===== src/rtl/par_serializer_pkg.sv =====
// Shared types and length helpers for the parallel-to-serial converter.
// Optional build macro used by the top: PAR_SERIALIZER_PARITY_EN.
package par_serializer_pkg;

  typedef enum logic {
    IDLE  = 1'b0,
    SHIFT = 1'b1
  } state_t;

  // A zero length code means a full-width word.
  function automatic int eff_len(input int mod, input int data_w);
    return (mod == 0) ? data_w : mod;
  endfunction

  function automatic bit len_legal(input int len, input int min_len);
    return (len >= min_len);
  endfunction

endpackage


===== src/rtl/par_serializer_if.sv =====
// Parallel word handshake and serial bit-stream bundle of par_serializer.
// slave is the serializer's view, master is the producer/consumer side.
interface par_serializer_if #(
  parameter int DATA_W = 16,
  parameter int MOD_W  = $clog2(DATA_W)
);

  logic [DATA_W-1:0] data_i;
  logic [MOD_W-1:0]  data_mod_i;
  logic              data_val_i;
  logic              data_ready_o;
  logic              ser_data_o;
  logic              ser_data_val_o;
  logic              ser_last_o;
  logic              busy_o;

  modport slave (
    input  data_i,
    input  data_mod_i,
    input  data_val_i,
    output data_ready_o,
    output ser_data_o,
    output ser_data_val_o,
    output ser_last_o,
    output busy_o
  );

  modport master (
    output data_i,
    output data_mod_i,
    output data_val_i,
    input  data_ready_o,
    input  ser_data_o,
    input  ser_data_val_o,
    input  ser_last_o,
    input  busy_o
  );

endinterface


===== src/rtl/par_serializer_hold.sv =====
// One-entry holding register (word, length, valid) in front of the shifter.
// Only the valid flag is reset; payload is qualified by it.
module par_serializer_hold
  import par_serializer_pkg::*;
#(
  parameter int DATA_W = 16,
  parameter int LEN_W  = 5
) (
  input  logic              clk_i,
  input  logic              arst_i,
  input  logic              push,
  input  logic [DATA_W-1:0] push_data,
  input  logic [LEN_W-1:0]  push_len,
  input  logic              pop,
  output logic              hold_valid,
  output logic [DATA_W-1:0] hold_data,
  output logic [LEN_W-1:0]  hold_len,
  output logic              ready
);

  logic              valid_p1;
  logic [DATA_W-1:0] data_p1;
  logic [LEN_W-1:0]  len_p1;

  always_ff @(posedge clk_i or posedge arst_i) begin
    if (arst_i) begin
      valid_p1 <= 1'b0;
    end else begin
      valid_p1 <= push | (valid_p1 & ~pop);
    end
  end

  always_ff @(posedge clk_i) begin
    if (push) begin
      data_p1 <= push_data;
      len_p1  <= push_len;
    end
  end

  assign hold_valid = valid_p1;
  assign hold_data  = data_p1;
  assign hold_len   = len_p1;
  // Ready comes from stored state only, never from the incoming valid.
  assign ready      = ~valid_p1;

endmodule


===== src/rtl/par_serializer.sv =====
// Parallel word to serial bit-stream converter with programmable length and a
// one-entry holding register. Define PAR_SERIALIZER_PARITY_EN for a trailing even-parity bit.
module par_serializer
  import par_serializer_pkg::*;
#(
  parameter int DATA_W    = 16,
  parameter int MOD_W     = $clog2(DATA_W),
  parameter int MIN_LEN   = 3,
  parameter bit MSB_FIRST = 1'b1
) (
  input  logic            clk_i,
  input  logic            arst_i,
  par_serializer_if.slave bus
);

  typedef logic [MOD_W:0]    len_t;
  typedef logic [MOD_W-1:0]  cnt_t;
  typedef logic [DATA_W-1:0] word_t;

  localparam len_t FULL_LEN = len_t'(DATA_W);

  state_t state, state_n;
  cnt_t   cnt_p1;
  word_t  sh_p1;

  logic  ready, hold_valid;
  word_t hold_data, ld_data;
  len_t  hold_len, in_len, ld_len;
  logic  accept, legal, free, last_cyc, from_hold, load, push;
  logic  shifting, cur_bit;

  // MSB-first moves the low len bits to the top so the first bit is data[len-1].
  function automatic word_t align(input word_t d, input len_t l);
    if (MSB_FIRST) begin
      return d << (FULL_LEN - l);
    end
    return d;
  endfunction

  function automatic word_t shift_one(input word_t d);
    if (MSB_FIRST) begin
      return d << 1;
    end
    return d >> 1;
  endfunction

  assign accept = bus.data_val_i & ready;
  assign in_len = len_t'(eff_len(int'(bus.data_mod_i), DATA_W));
  assign legal  = len_legal(int'(in_len), MIN_LEN);

`ifdef PAR_SERIALIZER_PARITY_EN
  logic par_phase_p1;
  logic par_acc_p1;
  assign last_cyc = par_phase_p1;
`else
  assign last_cyc = (cnt_p1 == '0);
`endif

  assign shifting  = (state == SHIFT);
  assign free      = (state == IDLE) | (shifting & last_cyc);
  assign from_hold = free & hold_valid;
  // Ready implies an empty holding register, so accept never collides with from_hold.
  assign load      = from_hold | (free & accept & legal);
  assign push      = accept & legal & ~(free & ~hold_valid);
  assign ld_data   = from_hold ? hold_data : bus.data_i;
  assign ld_len    = from_hold ? hold_len  : in_len;
  assign cur_bit   = MSB_FIRST ? sh_p1[DATA_W-1] : sh_p1[0];

  par_serializer_hold #(
    .DATA_W (DATA_W),
    .LEN_W  (MOD_W + 1)
  ) u_hold (
    .clk_i      (clk_i),
    .arst_i     (arst_i),
    .push       (push),
    .push_data  (bus.data_i),
    .push_len   (in_len),
    .pop        (from_hold),
    .hold_valid (hold_valid),
    .hold_data  (hold_data),
    .hold_len   (hold_len),
    .ready      (ready)
  );

  always_comb begin
    state_n = state;
    if (free) begin
      state_n = load ? SHIFT : IDLE;
    end
  end

  // Stage p1: control registers (state, bit counter, parity phase)
  always_ff @(posedge clk_i or posedge arst_i) begin
    if (arst_i) begin
      state  <= IDLE;
      cnt_p1 <= '0;
`ifdef PAR_SERIALIZER_PARITY_EN
      par_phase_p1 <= 1'b0;
`endif
    end else begin
      state <= state_n;
      if (load) begin
        cnt_p1 <= cnt_t'(ld_len - 1'b1);
`ifdef PAR_SERIALIZER_PARITY_EN
        par_phase_p1 <= 1'b0;
      end else if (free) begin
        par_phase_p1 <= 1'b0;
      end else if (cnt_p1 == '0) begin
        par_phase_p1 <= 1'b1;
`endif
      end else if (shifting && cnt_p1 != '0) begin
        cnt_p1 <= cnt_p1 - 1'b1;
      end
    end
  end

  // Stage p1: shifter payload, qualified by state so it needs no reset
  always_ff @(posedge clk_i) begin
    if (load) begin
      sh_p1 <= align(ld_data, ld_len);
    end else if (shifting) begin
      sh_p1 <= shift_one(sh_p1);
    end
  end

`ifdef PAR_SERIALIZER_PARITY_EN
  always_ff @(posedge clk_i) begin
    if (load) begin
      par_acc_p1 <= 1'b0;
    end else if (shifting && !par_phase_p1) begin
      par_acc_p1 <= par_acc_p1 ^ cur_bit;
    end
  end

  assign bus.ser_data_o = shifting & (par_phase_p1 ? par_acc_p1 : cur_bit);
  assign bus.ser_last_o = shifting & par_phase_p1;
`else
  assign bus.ser_data_o = shifting & cur_bit;
  assign bus.ser_last_o = shifting & (cnt_p1 == '0);
`endif

  assign bus.ser_data_val_o = shifting;
  assign bus.data_ready_o   = ready;
  assign bus.busy_o         = shifting | hold_valid;

endmodule


===== src/flat_wrapper.sv =====
// flat-port wrapper written by rule: the top's interface ports become plain ports
module par_serializer_flat import par_serializer_pkg::*;
#(
  parameter int DATA_W    = 16,
  parameter int MOD_W     = $clog2(DATA_W),
  parameter int MIN_LEN   = 3,
  parameter bit MSB_FIRST = 1'b1
)
  (clk_i, arst_i, bus_data_i, bus_data_mod_i, bus_data_val_i, bus_data_ready_o, bus_ser_data_o, bus_ser_data_val_o, bus_ser_last_o, bus_busy_o);
  par_serializer_if #(.DATA_W(DATA_W), .MOD_W(MOD_W)) bus_i ();
  input  logic clk_i;
  input  logic arst_i;
  input wire logic [$bits(bus_i.data_i)-1:0] bus_data_i;
  input wire logic [$bits(bus_i.data_mod_i)-1:0] bus_data_mod_i;
  input wire logic [$bits(bus_i.data_val_i)-1:0] bus_data_val_i;
  output wire logic [$bits(bus_i.data_ready_o)-1:0] bus_data_ready_o;
  output wire logic [$bits(bus_i.ser_data_o)-1:0] bus_ser_data_o;
  output wire logic [$bits(bus_i.ser_data_val_o)-1:0] bus_ser_data_val_o;
  output wire logic [$bits(bus_i.ser_last_o)-1:0] bus_ser_last_o;
  output wire logic [$bits(bus_i.busy_o)-1:0] bus_busy_o;
  assign bus_i.data_i = bus_data_i;
  assign bus_i.data_mod_i = bus_data_mod_i;
  assign bus_i.data_val_i = bus_data_val_i;
  assign bus_data_ready_o = bus_i.data_ready_o;
  assign bus_ser_data_o = bus_i.ser_data_o;
  assign bus_ser_data_val_o = bus_i.ser_data_val_o;
  assign bus_ser_last_o = bus_i.ser_last_o;
  assign bus_busy_o = bus_i.busy_o;
  par_serializer #(.DATA_W(DATA_W), .MOD_W(MOD_W), .MIN_LEN(MIN_LEN), .MSB_FIRST(MSB_FIRST)) u_core (.clk_i(clk_i), .arst_i(arst_i), .bus(bus_i));
endmodule

===== config.mk =====
export PLATFORM = sky130hd
export DESIGN_NAME = par_serializer_flat
export DESIGN_NICKNAME = d
export VERILOG_FILES = /design/src/rtl/par_serializer_pkg.sv /design/src/rtl/par_serializer_if.sv /design/src/rtl/par_serializer_hold.sv /design/src/rtl/par_serializer.sv /design/src/flat_wrapper.sv
export SDC_FILE = /design/constraint.sdc
export NUM_CORES = 1
export LEC_CHECK = 0
export ABC_AREA = 1
export ABC_CLOCK_PERIOD_IN_PS = 7360
export BUFFER_PORTS_ARGS = -buffer_cell sky130_fd_sc_hd__buf_4
export CORE_UTILIZATION = 64
export DETAILED_ROUTE_END_ITERATION = 16
export GPL_TIMING_DRIVEN = 0
export PLACE_DENSITY = 0.95
export SETUP_SLACK_MARGIN = 0.02
export SLEW_MARGIN = 15
export SYNTH_ARGS = -nofsm -noshare
export SYNTH_HDL_FRONTEND = slang
export SYNTH_SLANG_ARGS = --single-unit

===== constraint.sdc =====
create_clock -name clk_i -period 7.36 [get_ports clk_i]
set_clock_uncertainty 0.2 [all_clocks]
set_input_delay 0.368 -clock clk_i [delete_from_list [all_inputs] [get_ports clk_i]]
set_output_delay 0.368 -clock clk_i [all_outputs]
set_load 0.05 [all_outputs]

== After elaboration in Yosys (flattened, before gate mapping) ==
Index checks and enable logic that the tools add are counted.

* Add/subtract/negate cells: 3
* Multipliers: 0
* Divide/modulo/power cells: 0
* Magnitude comparators: 1
* Equal/unequal tests: 0
* Shift operators: 1
* Multiplexer cells: 13
* Bitwise logic cells: 18
* Reduce and logical (&&, ||, !) cells: 6

{| class="wikitable"
|+ Operator list
! operator !! count
|-
| $mux W16 || 5
|-
| $shl A16 B5 Y16 || 1
|-
| $and A1 B1 Y1 || 10
|-
| $mux W5 || 2
|-
| $logic_not A4 Y1 || 2
|-
| $mux W4 || 2
|-
| $sub A4 B1 Y4 const B || 2
|-
| $ge A5 B2 Y1 const B || 1
|-
| $sub A5 B5 Y5 const A || 1
|-
| $mux W1 || 4
|-
| $not A1 Y1 || 4
|-
| $or A1 B1 Y1 || 4
|-
| $reduce_bool A2 Y1 || 2
|-
| $reduce_bool A4 Y1 || 1
|-
| $logic_and A1 B1 Y1 || 1
|}

* Bits in registers: 43
* Latch bits: 0
* Bits in writable memories: 0
* Bits in read-only memories: 0
* Input port bits: 23
* Output and inout bits: 5
* Logic and storage cells: 48
* Memories: 0

== Longest topological paths before layout ==
Gate-level depths: netlist of run 1.

* Depth after elaboration: 10
* Depth in mapped cells: 18
* Mapped depth without buffers: 15

== Hierarchy ==
A second synthesis of run 1 with hierarchy kept.

* Cell total of the unflattened synthesis: 413
* Area, all modules: 3,041.7 um^2

{| class="wikitable"
|+ Modules (own cells, without submodules)
! module !! instances !! cells each !! area each (um^2)
|-
| par_serializer || 1 || 385 || 2,363.5
|-
| par_serializer_hold || 1 || 28 || 678.2
|}

== Least setup slack after synthesis of run 1 ==
OpenSTA, ideal clock, no wires.

* Kind: reg2reg
* From: register u_core.state (netlist: u_core.bus.ser_data_val_o)
* To: register u_core.sh_p1[13] (data pin)
* Library setup time: 259 ps
* Data arrival time: 2,572 ps
* Data required time: 6,901 ps
* Setup slack: 4,330 ps
* Stages on the path, launching flop included: 15
* Buffers on the path: 4
* Period minus slack after synthesis: 3,030 ps
* Cells stage by stage: dfrtp_1 > nand2_8 > nand3b_1 > nand2_2 > buf_6 > buf_8 > ha_1 > clkbuf_1 > inv_1 > clkbuf_1 > nand3_1 > nand3_1 > nand2_1 > nand2_1 > nand3_1

* Longest elaborated chain between the ends: 8
* Elaborated cells between the ends (all ways): 13

{| class="wikitable"
|+ RTL lines
! element !! line !! RTL
|-
| from (decl) || par_serializer.sv:22 || <nowiki>state_t state, state_n;</nowiki>
|-
| from (signal assigned) || par_serializer.sv:101 || <nowiki>state <= state_n;</nowiki>
|-
| $and A1 B1 Y1 or $not A1 Y1 (tied branches) || par_serializer.sv:60 || <nowiki>assign free = (state == IDLE) | (shifting & last_cyc);</nowiki>
|-
| $or A1 B1 Y1 * || par_serializer.sv:60 ||
|-
| $and A1 B1 Y1 || par_serializer.sv:61 || <nowiki>assign from_hold = free & hold_valid;</nowiki>
|-
| $mux W5 || par_serializer.sv:66 || <nowiki>assign ld_len = from_hold ? hold_len : in_len;</nowiki>
|-
| $sub A5 B5 Y5 || par_serializer.sv:35 || <nowiki>return d << (FULL_LEN - l);</nowiki>
|-
| $shl A16 B5 Y16 || par_serializer.sv:35 ||
|-
| $mux W16 || par_serializer.sv:37 || <nowiki>return d;</nowiki>
|-
| $mux W16 * || par_serializer.sv:119 || <nowiki>if (load) begin</nowiki>
|-
| to (signal assigned) || par_serializer.sv:120 || <nowiki>sh_p1 <= align(ld_data, ld_len);</nowiki>
|-
| to (signal assigned) || par_serializer.sv:122 || <nowiki>sh_p1 <= shift_one(sh_p1);</nowiki>
|-
| to (decl) || par_serializer.sv:24 || <nowiki>word_t sh_p1;</nowiki>
|}

Mark *: on every way between the ends. The rest lies on a longest branch, timed or not.
A chain may end at the register's enable or synchronous reset.

== Worst setup path after layout of run 1 ==
* From: register u_core.cnt_p1[1]
* To: register u_core.sh_p1[8] (data pin)

* Longest elaborated chain between the ends: 9
* Elaborated cells between the ends (all ways): 13

{| class="wikitable"
|+ RTL lines
! element !! line !! RTL
|-
| from (decl) || par_serializer.sv:23 || <nowiki>cnt_t cnt_p1;</nowiki>
|-
| from (signal assigned) || par_serializer.sv:103 || <nowiki>cnt_p1 <= cnt_t'(ld_len - 1'b1);</nowiki>
|-
| from (signal assigned) || par_serializer.sv:112 || <nowiki>cnt_p1 <= cnt_p1 - 1'b1;</nowiki>
|-
| $logic_not A4 Y1 * || par_serializer.sv:56 || <nowiki>assign last_cyc = (cnt_p1 == '0);</nowiki>
|-
| $and A1 B1 Y1 * || par_serializer.sv:60 ||
|-
| $or A1 B1 Y1 * || par_serializer.sv:60 ||
|-
| $and A1 B1 Y1 || par_serializer.sv:61 ||
|-
| $mux W5 || par_serializer.sv:66 ||
|-
| $sub A5 B5 Y5 || par_serializer.sv:35 ||
|-
| $shl A16 B5 Y16 || par_serializer.sv:35 ||
|-
| $mux W16 || par_serializer.sv:37 ||
|-
| $mux W16 * || par_serializer.sv:119 ||
|}

Marked as above.

==> out/qor.yml, run 1 <==
run_status:
  status: "completed"
synth:
  synth_seq_cells: 43
  synth_warnings: 0
  synth_area_sq_mm: 0.002978
  synth_nets: 415
  synthDistinctLibCells: 33
  synthCells: 390
  yosysSeqAreaShare_pct: 42.35
  avgSynthCellArea_sq_um: 7.636
critical_path:
  crit_arrival_ps: 3320
  crit_path_end_kind: "flop"
  worst-path-max-fanout: 10
  cp.required_ps: 7220
  critical_path_class: "flop to flop"
  critPathLaunchType: "flop"
cts:
  clock_sinks: 43
  post-cts-setup-buffers: 0
  path_clk_slew_ps: 80
  cts_buffer_depth: 2
  numCtsBuffers: 5
  cts_root_buf: "clkbuf_8"
  tritoncts: "done"
  insertion_delay_ps: 300
  htree_levels: 2
sta:
  layout_worst_path_cycle_share_pct: 47.04
  relSlewSlack_pct: 57.77
  min_period_ps: 3462
  max_freq_mhz: 288.8
  finalWorstSetupSlack_ps: 3898
  slew_violations: 0
  tightest_slew_ps: 631.9
  setup_viol: 0
  finalSetupTns_ps: 0
  rsz0062_at_grt: "no"
  finalHoldViolations: 0
grt:
  gr-total-overflow: 0
  track_usage_pct: 30.28
  grt_pass1_wl_um: 11520
  antenna_found_initial: 0
  grt_pass1_vias: 2560
  grt_max_degree: 19
power:
  powerDensity_mw_per_mm2: 365.5
  p_sw_share_pct: 46.99
  vdd_ir_drop_max_mv: 0.1833
  internal-power_mw: 0.6511
  p_switching_mw: 0.5772
  p_comb_share_pct: 56.1
  p_leak_nw: 1.684
  clkPwrFrac_pct: 12.8
  pwr-share-seq_pct: 31.2
final_layout:
  final_cell_mix: "nand2_1 (162), nand3_1 (69), edfxtp_1 (37), inv_1 (31), buf_4 (29)"
  diodes: 0
  postLayoutCoreUtil_pct: 76.13
  nNetsFinal: 451
  synthToLayoutAreaGrowth_pct: 12.86
  drive_gt1_share_pct: 19.20
  final_common_cell: "nand2_1"
  final_area_sq_mm: 0.003361
floorplanning:
  coreArea_sq_mm: 0.004414
  die_x_um: 70.21
  die-height_um: 70.21
  initial_core_util_pct: 67.46
  dieArea_sq_mm: 0.004929
  num_rows: 24
  ios: 28
placement:
  post_dp_cell_area_sq_mm: 0.003259
  portBuffers: 27
  gp_congestion: 0.9375
  pre_cts_slack_ps: 3996
  hpwl_um: 5305
detailed_routing:
  viasPerCell: 5.605
  topRoutingLayerUsed: "met4"
  post-route-drc-count: 0
  drtAntennaViolNets: 0
  dr_wl_met2_um: 3253
  num_vias: 2685
  detail_route.first_pass.iterations: 5
  wire_per_inst_um: 14.42
  first_iter_violations: 188
  drt-met1-wl_um: 3091
  routed-wl-met3_um: 387
  routed_wl_um: 6906
job:
  drv_cap: 0
worst_hold_path:
  hold_class: "primary input to flop"
==> worst max-delay path, stage by stage, from the launching register on <==
cell	delay, ps
dfrtp_1	420
nor2_2	160
nand2_4	80
nand2_8	110
nand2_8	100
nand2_2	80
nand2_2	50
buf_6	140
buf_8	140
ha_1	260
clkbuf_1	200
inv_1	260
clkbuf_1	430
nand3_1	200
nand3_1	120
nand3_1	100
nand2_1	90
nand2_1	70
==> kinds of logic after synthesis <==
kind of cell	share of synthesized area, %
xor+xnor	0.2942
simple gates	44.83
compound gates	3.109
buf+inv	8.571
flops	42.35
fa+ha+maj	0.8402
==> repair_timing <==
action                                 4_1_cts  5_1_grt
hold buffers                                 1        0
endpoints found under the hold margin        6        0
gates resized for setup                      0        0
==> metrics by stage <==
stage	hold WS, ps	total power [mW]	cells
final	48.20	1.228	479
after global routing	34.87	1.316	479
after CTS	43.08	1.216	479
after detailed placement	95.29	1.061	470
after global placement	89.38	1.032	469
after floorplan	-41.04	0.8978	390
==> final timing paths <==
path	start	endpoint	slack, ps	depth (start not counted)
setup / recovery	u_core.cnt_p1[1]$_DFFE_PP0P_	u_core.sh_p1[8]$_DFFE_PP_	3900	17
hold / removal	bus_data_i[4]	u_core.u_hold.hold_data[4]$_DFFE_PP_	50	1
setup reg to reg	u_core.cnt_p1[1]$_DFFE_PP0P_	u_core.sh_p1[8]$_DFFE_PP_	3900	17
hold reg to reg	u_core.cnt_p1[3]$_DFFE_PP0P_	u_core.cnt_p1[3]$_DFFE_PP0P_	340	2
max in group asynchronous	arst_i	u_core.cnt_p1[3]$_DFFE_PP0P_	6450	3
min in group asynchronous	arst_i	u_core.cnt_p1[1]$_DFFE_PP0P_	330	3
==> layer usage <==
metal / global-route usage, % / vias to the layer above
met5: 0 / -
met4: 12.00 / 0
met3: 5.339 / 19
met2: 49.47 / 105
met1: 40.06 / 1217
li1: - / 1344
==> area by class of cell <==
class,count,area [sq um]
multi-input combinational,293,1464
sequential,43,1261
fill,346,1054
timing repair buffer,29,224.0
inverter,34,130.1
buffer,20,125.1
clock buffer,7,86.33
tap,52,65.06
clock inverter,1,5.005
==> power by group through the flow <==
stage / clock [mW] / combinational [mW] / sequential [mW]
3_3_place_gp: 0 / 0.647 / 0.385
2_1_floorplan: 0 / 0.516 / 0.381
5_1_grt: 0.167 / 0.759 / 0.390
4_1_cts: 0.157 / 0.676 / 0.383
3_5_place_dp: 0 / 0.673 / 0.388
6_report: 0.157 / 0.689 / 0.383
==> cell usage after synthesis, drive strengths merged <==
cell    instances  area [sq um]
and2            1         6.260
ha              2         25.02
o21ai          11         77.58
edfxtp         37          1111
nand2         177         749.5
clkbuf          7         26.28
nand3          74         402.9
buf            13         98.83
dfrtp           6         150.1
nor2           10         66.31
xor2            1         8.760
inv            34         130.1
a21oi           3         15.01
nand3b         10         78.82
nand4           4         31.28
==> registers in the layout, indices dropped and copies added, names as in the netlist <==
register and count:
u_core.bus.ser_data_val_o 1, u_core.cnt_p1 4, u_core.u_hold.hold_data 16, u_core.u_hold.hold_valid 1
u_core.sh_p1 16, u_core.u_hold.hold_len 5
No activity file was read; power rests on OpenSTA's default activity.
==> inputs of run 2 (changes only) <==
ABC_CLOCK_PERIOD_IN_PS = 3500   (was 7360)
CORE_UTILIZATION = 60   (was 64)
PLACE_DENSITY = 0.92   (was 0.95)
clock period = 3.5 ns   (was 7.36 ns; I/O delays follow)
==> run 2 against run 1 <==
Compared with the run above:
- wire length is 2.5% higher
- die area is 6.5% higher
- global-route usage is 1.1 points lower
- fmax is 5.7% higher
- cell area is 6.3% higher
==> out/qor.yml, run 2 (same netlist as run 1, synthesis figures left out) <==
run_status:
  status: "completed"
detailed_routing:
  routed_wl_um: 7080
  wire_per_inst_um: 13.77
  num_vias: 2803
  detail_route.first_pass.iterations: 7
  drtAntennaViolNets: 0
  first_iter_violations: 206
  viasPerCell: 5.453
  post-route-drc-count: 0
floorplanning:
  die-height_um: 72.45
  ios: 28
  initial_core_util_pct: 62.63
  die_x_um: 72.45
  num_rows: 25
  coreArea_sq_mm: 0.004755
  dieArea_sq_mm: 0.005249
placement:
  portBuffers: 27
  hpwl_um: 5015
  gp_congestion: 0.9289
  dp_cells: 485
cts:
  insertion_delay_ps: 290
  cts_root_buf: "clkbuf_8"
  numCtsBuffers: 5
  post-cts-setup-buffers: 0
  cts_buffer_depth: 2
  clock_sinks: 43
  tritoncts: "done"
  htree_levels: 2
  path_clk_slew_ps: 70
critical_path:
  path_buf_inv: 4
  path_cells: "nor2_2 -> nand2_4 -> nand2_8 -> nand2_8 -> nand2_2 -> nand2_2 -> buf_6 -> buf_8 -> ha_1 -> clkbuf_1 -> clkbuf_1 -> nand2_1 -> nand3_1 -> nand2_1 -> nand2_1 -> nand3_1"
  max_stage_delay_ps: 440
  reg2regPathDepth: 16
  cp.required_ps: 3350
  critical_path_class: "flop to flop"
  cp_top_family: "simple AND/OR/NAND/NOR gates"
  critPathMostFrequentCell: "nand2_1"
  path_depth: 16
  crit_arrival_ps: 3120
  crit_path_end_kind: "flop"
  critPathLaunchType: "flop"
  crit_path_top_delay_cell: "clkbuf_1"
  worst-path-max-fanout: 10
power:
  p_switching_mw: 1.205
  powerDensity_mw_per_mm2: 719.1
  vdd_ir_drop_max_mv: 0.3803
  p_comb_share_pct: 57.0
  p_sw_share_pct: 46.91
  pwr-share-seq_pct: 31.3
  clkPwrFrac_pct: 11.7
  p_leak_nw: 1.764
  total_power_mw: 2.568
  internal-power_mw: 1.363
sta:
  hold-worst-slack_ps: 90.90
  tightest_slew_ps: 658.3
  finalSetupTns_ps: 0
  max_freq_mhz: 305.3
  finalHoldViolations: 0
  rsz0062_at_grt: "no"
  slew_violations: 0
  layout_worst_path_cycle_share_pct: 93.58
  relSlewSlack_pct: 56.01
  setup_viol: 0
  min_period_ps: 3275
final_layout:
  fin_cells: 514
  nNetsFinal: 471
  synthToLayoutAreaGrowth_pct: 19.92
  final_common_cell: "nand2_1"
  fill_cells: 367
  drive_gt1_share_pct: 18.34
  final_cell_mix: "nand2_1 (162), nand3_1 (69), edfxtp_1 (37), inv_1 (31), buf_4 (29)"
  postLayoutCoreUtil_pct: 75.11
  diodes: 0
grt:
  track_usage_pct: 29.14
  antenna_found_initial: 0
  gr-total-overflow: 0
  grt_pass1_vias: 2602
  grt_max_degree: 19
  grt_pass1_wl_um: 11740
worst_hold_path:
  whs_path_depth: 5
  hold_class: "primary input to flop"
job:
  drv_cap: 0
-- run 2: cell type report --
cell class | count | area [sq um] | area share (%)
buffer | 20 | 126.4 | 3.539
clock buffer | 7 | 76.32 | 2.137
clock inverter | 1 | 5.005 | 0.1402
inverter | 34 | 130.1 | 3.644
multi-input combinational | 293 | 1464 | 41.00
sequential | 43 | 1261 | 35.32
tap | 67 | 83.83 | 2.348
timing repair buffer | 49 | 424.2 | 11.88
-- run 2: worst paths after layout --
check | start | end | slack, ps
max | u_core.cnt_p1[1]$_DFFE_PP0P_ | u_core.sh_p1[14]$_DFFE_PP_ | 220
min | bus_data_val_i | u_core.u_hold.hold_valid$_DFF_PP0_ | 90
max reg2reg | u_core.cnt_p1[1]$_DFFE_PP0P_ | u_core.sh_p1[14]$_DFFE_PP_ | 220
min reg2reg | u_core.sh_p1[0]$_SDFFCE_PP0P_ | u_core.sh_p1[1]$_DFFE_PP_ | 340
max in group asynchronous | arst_i | u_core.cnt_p1[3]$_DFFE_PP0P_ | 2780
min in group asynchronous | arst_i | u_core.u_hold.hold_valid$_DFF_PP0_ | 140
-- run 2: worst register-to-register path, stage by stage, from the launching register on --
cell      delay, ps
dfrtp_1         420
nor2_2          160
nand2_4          90
nand2_8         110
nand2_8         100
nand2_2          70
nand2_2          50
buf_6           140
buf_8           140
ha_1            270
clkbuf_1        280
clkbuf_1        440
nand2_1         170
nand3_1         140
nand2_1          90
nand2_1          70
nand3_1          80
-- run 2: per-stage QoR --
| stage | area, sq um | setup WS (ps) |
|---|---|---|
| floorplan | 2978 | 469.6 |
| global placement | 3264 | 209.9 |
| detailed placement | 3278 | 169.2 |
| CTS | 3570 | 132.8 |
| global route | 3571 | 63.32 |
| finish | 3571 | 224.8 |
-- run 2: what timing repair did --
action | in CTS | in global routing
resized for setup | 0 | 2
hold endpoints to repair | 26 | 0
endpoints found under the setup margin | 0 | 12
hold buffers | 21 | 0
-- run 2: per-layer routing --
layer | part of all wire [%] | vias up | routed length (um) | global-route usage, %
met4 | 3.1 | 0 | 216 | 11.98
met2 | 47 | 136 | 3322 | 47.46
met3 | 5.7 | 23 | 405 | 5.139
li1 | - | 1385 | - | -
met5 | 0 | - | 0 | 0
met1 | 44 | 1259 | 3135 | 38.63
-- run 2: power by group through the flow --
stage | sequential [mW] | clock [mW] | combinational [mW]
CTS | 0.804 | 0.302 | 1.43
floorplan | 0.802 | 0 | 1.09
global route | 0.817 | 0.317 | 1.63
detailed placement | 0.814 | 0 | 1.40
global placement | 0.810 | 0 | 1.36
finish | 0.804 | 0.300 | 1.46
